`src/rtl/gate_settle_timer.sv`:
```
// Settle timer: counts 0..SETTLE_CYCLES while enabled.
// Flags expire on the terminal count, then wraps to 0.
module gate_settle_timer #(
  parameter int unsigned SETTLE_CYCLES = 2
) (
  input  logic clk,
  input  logic rst,
  input  logic restart,
  output logic expire
);

  logic [3:0] cnt;

  assign expire = (cnt == 4'(SETTLE_CYCLES));

  // count up, wrap on expire, hold at 0 while restart is high
  always_ff @(posedge clk) begin
    if (rst) begin
      cnt <= '0;
    end else if (restart || expire) begin
      cnt <= '0;
    end else begin
      cnt <= cnt + 4'd1;
    end
  end

endmodule

```
`config.mk`:
```
export PLATFORM = sky130hd
export DESIGN_NAME = gate_settle_timer
export DESIGN_NICKNAME = d
export VERILOG_FILES = /design/src/rtl/gate_settle_timer.sv
export SDC_FILE = /design/constraint.sdc
export NUM_CORES = 1
export LEC_CHECK = 0
export ABC_AREA = 1
export BUFFER_PORTS_ARGS = -buffer_cell sky130_fd_sc_hd__buf_2
export CAP_MARGIN = 15
export CORE_AREA = 2 2 39 41
export CTS_CLUSTER_SIZE = 30
export DETAILED_ROUTE_END_ITERATION = 10
export DIE_AREA = 0 0 41 43
export HOLD_SLACK_MARGIN = 0.06
export PLACE_DENSITY = 0.36
export SLEW_MARGIN = 20
export SYNTH_ARGS = -nofsm -noshare
export SYNTH_HDL_FRONTEND = slang
export SYNTH_SLANG_ARGS = --single-unit
```
`constraint.sdc`:
```
create_clock -name clk -period 1.1 [get_ports clk]
set_input_delay 0.275 -clock clk [delete_from_list [all_inputs] [get_ports clk]]
set_output_delay 0.275 -clock clk [all_outputs]
set_load 0.01 [all_outputs]
```
==> results.cfg <==
[status]
status = finished, violations left
violations = negative setup slack

[floorplanning]
start_util = 0.133
core_area_sq_mm = 0.00138
die_area_sq_mm = 0.00176
die_w_um = 41
num_io_pins = 4
die_h_um = 43
fp-row-count = 14

[synthesis]
synth_seq_cells = 4
yosys.area_share.adder = 0.136
yosysUniqueCellTypes = 10
synth_top_area_cell = dfxtp_1
synth_area_per_cell_sq_um = 8.36
synth_nets = 27
synthMuxAreaShare = 0
netlist_area_sq_um = 184
synth_top_family_by_area = simple AND/OR/NAND/NOR gates
async_reset_ff_frac = 0
yosysWarnings = 0
syn_inst = 22
synth_top_area_frac = 0.435
synth_common_cells = dfxtp_1, nor2_1, inv_1
synth_edf_count = 0
synthFlopType = dfxtp_1
yosys.area_share.xor_xnor = 0.0476
synth-seq-area-share = 0.435
synth-simple-area-share = 0.320
synth_compound_gate_area_share = 0
synth_area_leaders = dfxtp_1, ha_1, nor2_1

[routing]
drtAntennaViolNets = 0
drcViolationCount = 0
vias = 152
routed_wl_um = 304
wire_per_inst_um = 6.76
via_per_inst = 3.38
dr.pass1.iters = 3
drt_iter0_drc = 1

[worst_setup_path]
cp-start-kind = flop
crit_chain = inv_2 -> ha_4 -> nand2_2 -> inv_1 -> buf_2
slowest_delay_ns = 0.32
path_class = reg -> out
critPathMaxFanout = 2
r2r_cells = 4
cp.required_ns = 0.82
worstSetupEndpointType = primary output
cp_slowest_cell = dfxtp_2
rrSetupSlack_ns = 0.17
crit_arrival_ns = 0.95

[sta]
slew_headroom = 0.901
max_freq_ghz = 0.814
worst_pin_slew_ns = 0.149
rsz0062_at_grt = yes
finalSetupViolCount = 1
hold_viol = 0
final.setup.worst_slack_ns = -0.129
slew_viol_final = 0
min_period_over_period = 1.12
period_needed_ns = 1.23
fin_skew_ns = 0.00842

[final_layout]
fin_nets = 36
top_register = cnt
antenna_cells = 0
largestRegisters = cnt: 4 flops
area_growth_pct = 43.5
largest_reg_flops = 4
layout-drive-gt1-share = 0.517
fillers = 166

[placement]
numPortBuffers = 3
dp_slack_ns = 0.0415
place.gp.congestion = 0.589
dp_hpwl_um = 232

[clocking]
cts-buffers-inserted = 3
postCtsSetupBuffers = 0
clock_latency_ns = 0.24
cts_tree = done
htreeDepth = 1
ctsHoldBuffers = 0
clkSinkCount = 4
cts-root-buf = clkbuf_4
cts_buffer_depth = 2
clkTransAtPathRegs_ns = 0.04

[pwr]
finalPower_mw = 0.366
vdd_drop_max_mv = 0.528
p_leak_nw = 0.117
power_density_mw_per_mm2 = 1390

[hold_path]
hold_class = in -> reg
holdPathStages = 4

[grt]
grt-ovfl-total = 0
grt_pass1_wl_um = 545
grt_start_max_net_pins = 5
antenna_found_initial = 0
grt_pass1_vias = 145
grt_use_total = 0.0522

[job]
cap_violations = 0
cells by family after synthesis:
kind of cell | after synthesis
XOR/XNOR | 1
buffers and inverters | 3
flip-flops | 4
AND/OR/NAND/NOR | 12
adder cells (fa/ha/maj) | 2
per-layer routing:
metal,part of all wire,global-route usage,up-vias
met2,0.42,0.0500,7
met5,0,0,-
li1,-,-,82
met3,0.13,0.0628,0
met1,0.44,0.0579,63
met4,0,0.0400,0
placed cells by master, fill, tap and decap left out:
cell      n
nor2_2    2
buf_2     3
inv_2     1
clkbuf_4  3
xnor2_1   1
ha_4      1
nand2_2   2
ha_1      1
dfxtp_2   2
buf_4     1
inv_1     2
nand4_1   1
nand3_1   1
nand2_1   2
nor2_1    4
dfxtp_1   2
worst max-delay path: cells and delay by family, from the launching register on:
family	cells	cell delay (ns)
and+or+nand+nor	1	0.06
adders and majority gates	1	0.14
buffers and inverters	3	0.19
DFF	1	0.32
per-stage QoR:
stage | hold slack (ns) | setup TNS, ns | cell area (sq um) | util | cells
floorplan | 0.441 | 0 | 184 | - | 22
global placement | 0.517 | 0 | 226 | 0.164 | 42
detailed placement | 0.534 | 0 | 226 | 0.164 | 42
CTS | 0.333 | -0.143 | 264 | 0.191 | 45
global route | 0.337 | -0.174 | 264 | 0.191 | 45
finish | 0.329 | -0.129 | 264 | 0.191 | 45
power breakdown:
part / total, mW / internal (mW) / switching (mW) / leakage (nW)
logic: 0.0255 / 0.0126 / 0.0129 / 0.0696
registers: 0.154 / 0.150 / 0.00369 / 0.0333
clock network: 0.186 / 0.122 / 0.0638 / 0.0138
area by class of cell:
class | count | area, sq um | area share
timing repair buffer | 4 | 22.5 | 0.0853
multi-input combinational | 15 | 105 | 0.398
inverter | 3 | 11.3 | 0.0427
clock buffer | 3 | 22.5 | 0.0853
tap | 16 | 20.0 | 0.0758
sequential | 4 | 82.6 | 0.313
path summary, 6_finish.rpt:
check,start,endpoint
worst max-delay path,cnt[0],expire
worst min-delay path,rst,cnt[3]
worst max register to register,cnt[0],cnt[2]
worst min register to register,cnt[0],cnt[0]
repair_timing:
action                                  in CTS  in global routing
endpoints found under the setup margin       1                  1
resized for setup                            5                  0
pin swaps                                    3                  0
endpoints found under the hold margin        0                  0
Note: power is estimated with default switching activity, not from simulation.
